`src/rtl/fetch_pc_unit_if.sv`:
```
// Instruction-memory fetch port.
// Fetch side is master; memory is slave.
interface fetch_pc_unit_if;
  logic        imem_req;
  logic [31:0] imem_addr;
  logic        imem_ack;
  logic [31:0] imem_rdata;

  modport master (
    output imem_req,
    output imem_addr,
    input  imem_ack,
    input  imem_rdata
  );

  modport slave (
    input  imem_req,
    input  imem_addr,
    output imem_ack,
    output imem_rdata
  );
endinterface

```
`src/rtl/fetch_pc_unit.sv`:
```
// IF stage: PC ownership, req/ack fetch,
// one-entry skid for stalls, IF/ID register.
module fetch_pc_unit #(
  parameter logic [31:0] RESET_PC = 32'h0000_0000
) (
  input  logic                   clk,
  input  logic                   rst_n,
  input  logic                   stall,
  input  logic                   flush,
  input  logic                   br_en,
  input  logic [31:0]            br_target,
  input  logic                   jmp_en,
  input  logic [31:0]            jmpadd,
  input  logic                   jr_en,
  input  logic [31:0]            jr_target,
  fetch_pc_unit_if.master        imem,
  output logic [31:0]            pc,
  output logic [31:0]            pc_plus4,
  output logic [31:0]            ins,
  output logic                   ins_valid
);

  typedef enum logic [1:0] {
    BOOT,
    FETCH,
    HOLD
  } state_t;

  state_t      state;
  logic [31:0] fetch_addr;
  logic [31:0] addr_q;
  logic        req_q;
  logic        discard;
  logic [31:0] skid_addr;
  logic [31:0] skid_data;

  logic        redir;
  logic        accept;
  logic [31:0] tgt;
  logic [31:0] seq;

  assign imem.imem_req  = req_q;
  assign imem.imem_addr = addr_q;

  // Redirect target (jr > br > jmp), word aligned
  always_comb begin
    redir  = jr_en | br_en | jmp_en;
    accept = req_q & imem.imem_ack;
    seq    = fetch_addr + 32'd4;
    tgt    = seq;
    if (jr_en)       tgt = jr_target & ~32'h3;
    else if (br_en)  tgt = br_target & ~32'h3;
    else if (jmp_en) tgt = jmpadd & ~32'h3;
  end

  // Fetch FSM with IF/ID and skid registers
  always_ff @(posedge clk or negedge rst_n) begin
    if (!rst_n) begin
      state      <= BOOT;
      fetch_addr <= RESET_PC;
      addr_q     <= RESET_PC;
      req_q      <= 1'b0;
      discard    <= 1'b0;
      skid_addr  <= 32'h0;
      skid_data  <= 32'h0;
      pc         <= 32'h0;
      pc_plus4   <= 32'd4;
      ins        <= 32'h0;
      ins_valid  <= 1'b0;
    end else begin
      if (flush) begin
        ins_valid <= 1'b0;
        ins       <= 32'h0;
      end else if (!stall) begin
        ins_valid <= 1'b0;
      end
      unique case (state)
        BOOT: begin
          state <= FETCH;
          req_q <= 1'b1;
          if (redir) begin
            fetch_addr <= tgt;
            addr_q     <= tgt;
          end
        end
        FETCH: begin
          if (discard) begin
            if (accept) begin
              discard <= 1'b0;
              addr_q  <= redir ? tgt : fetch_addr;
            end
            if (redir) fetch_addr <= tgt;
          end else if (redir) begin
            fetch_addr <= tgt;
            if (accept) addr_q  <= tgt;
            else        discard <= 1'b1;
          end else if (accept && flush) begin
            // word dropped; same address is refetched
            fetch_addr <= fetch_addr;
          end else if (accept && stall) begin
            skid_addr  <= addr_q;
            skid_data  <= imem.imem_rdata;
            state      <= HOLD;
            req_q      <= 1'b0;
            fetch_addr <= seq;
            addr_q     <= seq;
          end else if (accept) begin
            pc         <= addr_q;
            pc_plus4   <= addr_q + 32'd4;
            ins        <= imem.imem_rdata;
            ins_valid  <= 1'b1;
            fetch_addr <= seq;
            addr_q     <= seq;
          end
        end
        HOLD: begin
          if (redir) begin
            fetch_addr <= tgt;
            addr_q     <= tgt;
            state      <= FETCH;
            req_q      <= 1'b1;
          end else if (!flush && !stall) begin
            pc        <= skid_addr;
            pc_plus4  <= skid_addr + 32'd4;
            ins       <= skid_data;
            ins_valid <= 1'b1;
            state     <= FETCH;
            req_q     <= 1'b1;
          end
        end
        default: begin
          state <= BOOT;
          req_q <= 1'b0;
        end
      endcase
    end
  end

endmodule

```
`src/flat_wrapper.sv`:
```
// flat-port wrapper written by rule: the top's interface ports become plain ports
module fetch_pc_unit_flat 
#(
  parameter logic [31:0] RESET_PC = 32'h0000_0000
)
  (clk, rst_n, stall, flush, br_en, br_target, jmp_en, jmpadd, jr_en, jr_target, pc, pc_plus4, ins, ins_valid, imem_imem_req, imem_imem_addr, imem_imem_ack, imem_imem_rdata);
  fetch_pc_unit_if imem_i ();
  input  logic clk;
  input  logic rst_n;
  input  logic stall;
  input  logic flush;
  input  logic br_en;
  input  logic [31:0] br_target;
  input  logic jmp_en;
  input  logic [31:0] jmpadd;
  input  logic jr_en;
  input  logic [31:0] jr_target;
  output logic [31:0] pc;
  output logic [31:0] pc_plus4;
  output logic [31:0] ins;
  output logic ins_valid;
  output wire logic [$bits(imem_i.imem_req)-1:0] imem_imem_req;
  output wire logic [$bits(imem_i.imem_addr)-1:0] imem_imem_addr;
  input wire logic [$bits(imem_i.imem_ack)-1:0] imem_imem_ack;
  input wire logic [$bits(imem_i.imem_rdata)-1:0] imem_imem_rdata;
  assign imem_imem_req = imem_i.imem_req;
  assign imem_imem_addr = imem_i.imem_addr;
  assign imem_i.imem_ack = imem_imem_ack;
  assign imem_i.imem_rdata = imem_imem_rdata;
  fetch_pc_unit #(.RESET_PC(RESET_PC)) u_core (.clk(clk), .rst_n(rst_n), .stall(stall), .flush(flush), .br_en(br_en), .br_target(br_target), .jmp_en(jmp_en), .jmpadd(jmpadd), .jr_en(jr_en), .jr_target(jr_target), .imem(imem_i), .pc(pc), .pc_plus4(pc_plus4), .ins(ins), .ins_valid(ins_valid));
endmodule
```
`config.mk`:
```
export PLATFORM = sky130hd
export DESIGN_NAME = fetch_pc_unit_flat
export DESIGN_NICKNAME = d
export VERILOG_FILES = /design/src/rtl/fetch_pc_unit_if.sv /design/src/rtl/fetch_pc_unit.sv /design/src/flat_wrapper.sv
export SDC_FILE = /design/constraint.sdc
export NUM_CORES = 1
export LEC_CHECK = 0
export CAP_MARGIN = 20
export CORE_MARGIN = 8
export CORE_UTILIZATION = 52
export DETAILED_ROUTE_END_ITERATION = 16
export GPL_ROUTABILITY_DRIVEN = 0
export PLACE_DENSITY = 0.81
export SYNTH_ARGS = -nofsm -noshare
export SYNTH_HDL_FRONTEND = slang
export SYNTH_SLANG_ARGS = --single-unit
```
`constraint.sdc`:
```
create_clock -name clk -period 4.38 [get_ports clk]
set_input_delay 0.876 -clock clk [delete_from_list [all_inputs] [get_ports clk]]
set_output_delay 0.876 -clock clk [all_outputs]
set_load 0.01 [all_outputs]
```
==> impl_metrics.yaml, run 1 <==
finish:
  final_cell_mix: "clkdlybuf4s50_1 (257), dfrtp_1 (226), nand2_1 (135)"
  areaGrowthSynthToFinish_pct: 30.54
  layout_commonest_cell: "clkdlybuf4s50_1"
  drive_gt1_share_pct: 12.32
  layout.nets: 1648
  final_area_um2: 16310
setup_path:
  end_kind: "flop"
  slowest_delay_ns: 0.52
  start_kind: "flop"
  crit_arrival_ns: 3.60
  rrSetupSlack_ns: 1.19
  path_class: "reg2reg"
  path_buf_inv: 2
  regToRegStartpoint: "u_core.state[0]"
  cp_max_fo: 42
  cp_top_family: "simple AND/OR/NAND/NOR gates"
  cp.required_ns: 4.78
  slowest_stage: "buf_4"
  r2r_end: "u_core.pc_plus4[31]"
  path_cells: "inv_1 > ha_2 > buf_4 > and4_1 > a22o_1 > nand4_1 > nor4_1 > xor2_1 > o21ai_0"
  r2r.worst_path.cells: 9
grt:
  grt_overflow: 0
  grt_pass1_vias: 11100
  grt_pass1_wl_um: 61950
  grtUsageMet1_pct: 35.95
  grt_max_degree: 108
  grt.met3_usage_pct: 4.955
  track_usage_pct: 26.42
  antenna_found_initial: 1
  top_usage_layer: "met2"
  grtUsageMet2_pct: 41.49
placement:
  dp_slack_ns: 0.8395
  placed_cell_area_um2: 15330
  portBuffers: 259
  dp_hpwl_um: 28390
route:
  dr.pass1.iters: 8
  ant_nets: 0
  dr_total_vias: 11430
  drt-initial-drc-count: 1325
  drt_wl_total_um: 39730
  avgRoutedWirePerCell_um: 21.52
  post-route-drc-count: 0
  avgViaCountPerCell: 6.192
pwr:
  p_per_area_nw_per_um2: 559.9
  p_leak_nw: 6.612
  ir_drop_uv: 324.1
synth:
  syn_nets: 1436
  synth_cells: 1294
  syn_area_per_cell_um2: 9.654
  ys.flop_type: "dfrtp_1"
  synth-compound-area-share_pct: 20.60
  synthAdderAreaFrac_pct: 0.6010
  synth_edf_count: 0
  synthesis.area_um2: 12490
  synthMuxAreaShare_pct: 9.615
  synth_cell_type_count: 75
  yosysWarnings: 0
  yosys.area.top_type: "dfrtp_1"
  ys_async_sr_fraction_pct: 100.0
  synth_area_leaders: "dfrtp_1 (45%), mux2_2 (7.2%), o21ai_0 (4.4%)"
  seq_area_frac_synth_pct: 45.48
  synth_top_area_share_pct: 45.27
  synth-xor-area-share_pct: 4.768
  synth-seq-cells: 227
  synth_top_family_by_area: "compound AO/OA/AOI/OAI gates"
  synthSimpleGateAreaFrac_pct: 14.71
clocking:
  clk_latency_ns: 0.53
  htreeDepth: 1
  path_clk_slew_ns: 0.06
  hold_buffers: 0
  post-cts-setup-buffers: 0
  cts.path.max_buffers: 3
  cts-resized-gates: 0
  clock-sinks: 227
  root_buffer: "clkbuf_16"
  cts_buffers: 27
  cts_tree: "built"
sta:
  worst_pin_slew_ns: 0.8769
  rsz0062_at_grt: "false"
  timing.final.crit_period_ns: 3.193
  fin_ws_ns: 1.187
  timing.fmax_mhz: 313.2
  period_share_pct: 72.89
  finalMaxSlewViolations: 0
  finalHoldViolations: 0
  setup_viol: 0
  fin_setup_tns_ns: 0
  finalClockSkew_ns: 0.009379
  slew_headroom_pct: 41.05
  holdWs_ns: 0.3909
floorplan:
  io_pins: 266
  die_area_um2: 29240
  initial_utilization_pct: 53.06
  fp.dieW_um: 171.0
  die_h_um: 171.0
  rows: 56
  core_um2: 23540
job:
  maxCapViolCount: 0
run_status:
  outcome: "complete, no violations"
min_path:
  min_path_type: "in2async"
-- synth_stat cells (all sizes together), types with 14 or more instances --
cell and instances:
mux2i 30, dfrtp 226, nand3 38, buf 37
nor2 72, xor2 33, nand2 136, a22oi 49
o31ai 15, clkbuf 72, nand4 18, o21ai 114
xnor2 35, nor3 29, mux2 80, a31oi 16
o2bb2ai 31, o22ai 14, a21oi 63
-- final cells by class --
type / instances / area (um^2)
antenna: 1 / 2.502
tap: 319 / 399.1
clock inverter: 13 / 200.2
timing repair buffer: 292 / 2878
multi-input combinational: 944 / 6324
inverter: 14 / 52.55
sequential: 227 / 5682
fill: 1787 / 7236
clock buffer: 36 / 769.5
-- flip-flops by register name, indices dropped and copies added, names as in the netlist, 2 cells and up --
name                   count
u_core.skid_addr          32
u_core.fetch_addr         32
u_core.pc                 32
u_core.ins                32
u_core.state               2
u_core.pc_plus4           30
u_core.imem.imem_addr     32
u_core.skid_data          32
-- worst max path at each step --
stage,from,endpoint,slack [ns],cells past startpoint
after floorplan,u_core.state[0],u_core.pc_plus4[16],1.09,14
after global placement,br_en,u_core.pc[5],0.89,8
after detailed placement,br_en,u_core.pc[30],0.84,8
after CTS,u_core.state[0],u_core.pc_plus4[31],1.18,9
after global routing,u_core.state[0],u_core.pc_plus4[31],0.89,9
final,u_core.state[0],u_core.pc_plus4[31],1.19,9
-- per-stage QoR --
step                      instances  power (W)  util [%]
after detailed placement       1796   0.006696     65.14
after global routing           1846   0.009604     69.27
after floorplan                1294   0.004931         -
final                          1846   0.009131     69.27
after global placement         1796   0.006574     65.14
after CTS                      1845   0.009144     69.25
-- worst reg2reg max path: stages, from the launching register on --
cell and delay (ns):
dfrtp_1 0.47, inv_1 0.14, ha_2 0.43, buf_4 0.52
and4_1 0.31, a22o_1 0.24, nand4_1 0.29, nor4_1 0.41
xor2_1 0.18, o21ai_0 0.09
-- metal layers --
metal	part of all wire, %	wire length [um]
met1	41	16350
met2	45	18010
met3	9.4	3753
met4	4.1	1615
met5	0	0
-- where the power goes --
| group | switching [W] | leakage, nW | internal (W) | total (W) |
|---|---|---|---|---|
| Sequential | 0.000632 | 2.90 | 0.00268 | 0.00331 |
| Combinational | 0.00179 | 3.23 | 0.00163 | 0.00342 |
| Clock | 0.000884 | 0.478 | 0.00152 | 0.00241 |
| Total | 0.00330 | 6.61 | 0.00583 | 0.00913 |
-- kinds of logic after synthesis --
kind of cell             after synthesis
AO/OA/AOI/OAI                        390
multiplexers                         110
adder cells (fa/ha/maj)                6
XOR/XNOR                              68
flip-flops                           227
AND/OR/NAND/NOR                      370
buffers and inverters                123
Note: power is estimated with default switching activity, not from simulation.
==> run 2, diff against run 1 <==
Clock period 4.38 ns to 3.2 ns, I/O delays scaled along.
==> run 2 against run 1 <==
Compared with the run above:
- combinational power is 40% higher
- critical path depth did not move
- global-route usage is 0.34 points higher
- die area did not move
- sequential share of layout area shrank 0.28 points
- setup slack got worse by 0.84 ns
- largest cell class unchanged
- largest power group unchanged
==> impl_metrics.yaml, run 2 (synthesis gave the netlist of run 1 again) <==
placement:
  portBuffers: 259
  placed_cells_incl_taps: 1816
  dp_hpwl_um: 29330
grt:
  antenna_found_initial: 0
  grt_pass1_wl_um: 62930
  track_usage_pct: 26.76
  grt_max_degree: 116
  grt_overflow: 0
  grt_pass1_vias: 11313
route:
  drt_wl_total_um: 40280
  drt-initial-drc-count: 1676
  avgRoutedWirePerCell_um: 21.62
  ant_nets: 0
  post-route-drc-count: 0
  dr.pass1.iters: 6
  dr_total_vias: 11568
  avgViaCountPerCell: 6.209
setup_path:
  cp_top_family: "simple AND/OR/NAND/NOR gates"
  path_class: "reg2reg"
  crit_arrival_ns: 3.25
  slowest_delay_ns: 0.46
  cp-startpoint: "u_core.state[0]"
  cp_max_fo: 56
  slowest_stage: "dfrtp_1"
  regToRegStartpoint: "u_core.state[0]"
  start_kind: "flop"
  path_buf_inv: 2
  cp.required_ns: 3.59
  end_kind: "flop"
  path_cells: "inv_1 > ha_2 > buf_12 > mux2i_1 > a211oi_2 > nand4_1 > nor3_1 > xor2_1 > o21ai_0"
clocking:
  cts.path.max_buffers: 3
  cts_tree: "built"
  clk_latency_ns: 0.54
  htreeDepth: 1
  clock-sinks: 227
  post-cts-setup-buffers: 0
  cts-resized-gates: 0
  path_clk_slew_ns: 0.06
  hold_buffers: 0
  cts_buffers: 26
  root_buffer: "clkbuf_16"
pwr:
  netSwitchingFraction_pct: 37.02
  clock_power_share_pct: 24.2
  seq_power_share_pct: 36.6
  share_comb_of_total_power_pct: 39.2
  p_leak_nw: 6.681
  p_switching_w: 0.004517
  p_per_area_nw_per_um2: 742.1
  power.internal_w: 0.007684
  ir_drop_uv: 439.8
floorplan:
  initial_utilization_pct: 53.06
  io_pins: 266
  fp.dieW_um: 171.0
  die_area_um2: 29240
  die_h_um: 171.0
  core_um2: 23540
  rows: 56
sta:
  worst_pin_slew_ns: 0.8444
  timing.fmax_mhz: 350.0
  rsz0062_at_grt: "false"
  finalClockSkew_ns: 0.01526
  fin_setup_tns_ns: 0
  finalHoldViolations: 0
  period_share_pct: 89.28
  slew_headroom_pct: 43.28
  finalMaxSlewViolations: 0
  setup_viol: 0
  timing.final.crit_period_ns: 2.857
finish:
  fin_cells: 1863
  drive_gt1_share_pct: 13.29
  final_cell_mix: "clkdlybuf4s50_1 (257), dfrtp_1 (226), nand2_1 (135)"
  areaGrowthSynthToFinish_pct: 31.61
  layout.nets: 1667
  layout_commonest_cell: "clkdlybuf4s50_1"
run_status:
  outcome: "complete, no violations"
job:
  maxCapViolCount: 0
min_path:
  min_path_type: "in2async"
==> run 2: cell type report <==
class,instances,area (um^2)
antenna,1,2.502
clock buffer,38,775.7
clock inverter,8,85.08
fill,1815,7102
inverter,14,52.55
multi-input combinational,944,6329
sequential,227,5682
tap,319,399.1
timing repair buffer,312,3115
==> run 2: final timing paths <==
check | to | slack, ns | cells after the start
setup / recovery | u_core.pc_plus4[24] | 0.34 | 9
hold / removal | u_core.fetch_addr[31] | 0.13 | 1
setup reg to reg | u_core.pc_plus4[24] | 0.34 | 9
hold reg to reg | u_core.pc_plus4[12] | 0.48 | 2
max in group asynchronous | u_core.pc_plus4[2] | 2.22 | 2
min in group clk | u_core.pc_plus4[12] | 0.48 | 2
==> run 2: layer usage <==
| metal | track usage (%) | vias to the layer above | routed length (um) |
|---|---|---|---|
| met2 | 42.08 | 661 | 18470 |
| li1 | - | 5227 | - |
| met4 | 9.868 | 0 | 1690 |
| met3 | 5.508 | 134 | 4057 |
| met1 | 36.08 | 5546 | 16060 |
| met5 | 0 | - | 0 |
==> run 2: stage by stage <==
step	total power (W)	setup slack (ns)	instance area, um^2	hold slack, ns	util [%]
finish	0.01220	0.3430	16440	0.1317	69.83
detailed placement	0.009225	0.03606	15570	0.4696	66.15
global route	0.01283	0.1005	16440	0.1907	69.82
floorplan	0.006750	0.04609	12490	0.3444	-
global placement	0.009036	0.09763	15570	0.4598	66.15
CTS	0.01222	0.2033	16430	0.1639	69.80
==> run 2: power groups by stage <==
| stage | Clock (W) | Combinational (W) | Sequential, W |
|---|---|---|---|
| 2_1_floorplan | 0 | 0.00227 | 0.00448 |
| 3_3_place_gp | 0 | 0.00460 | 0.00444 |
| 3_5_place_dp | 0 | 0.00474 | 0.00449 |
| 4_1_cts | 0.00299 | 0.00478 | 0.00445 |
| 5_1_grt | 0.00310 | 0.00515 | 0.00458 |
| 6_report | 0.00295 | 0.00478 | 0.00447 |
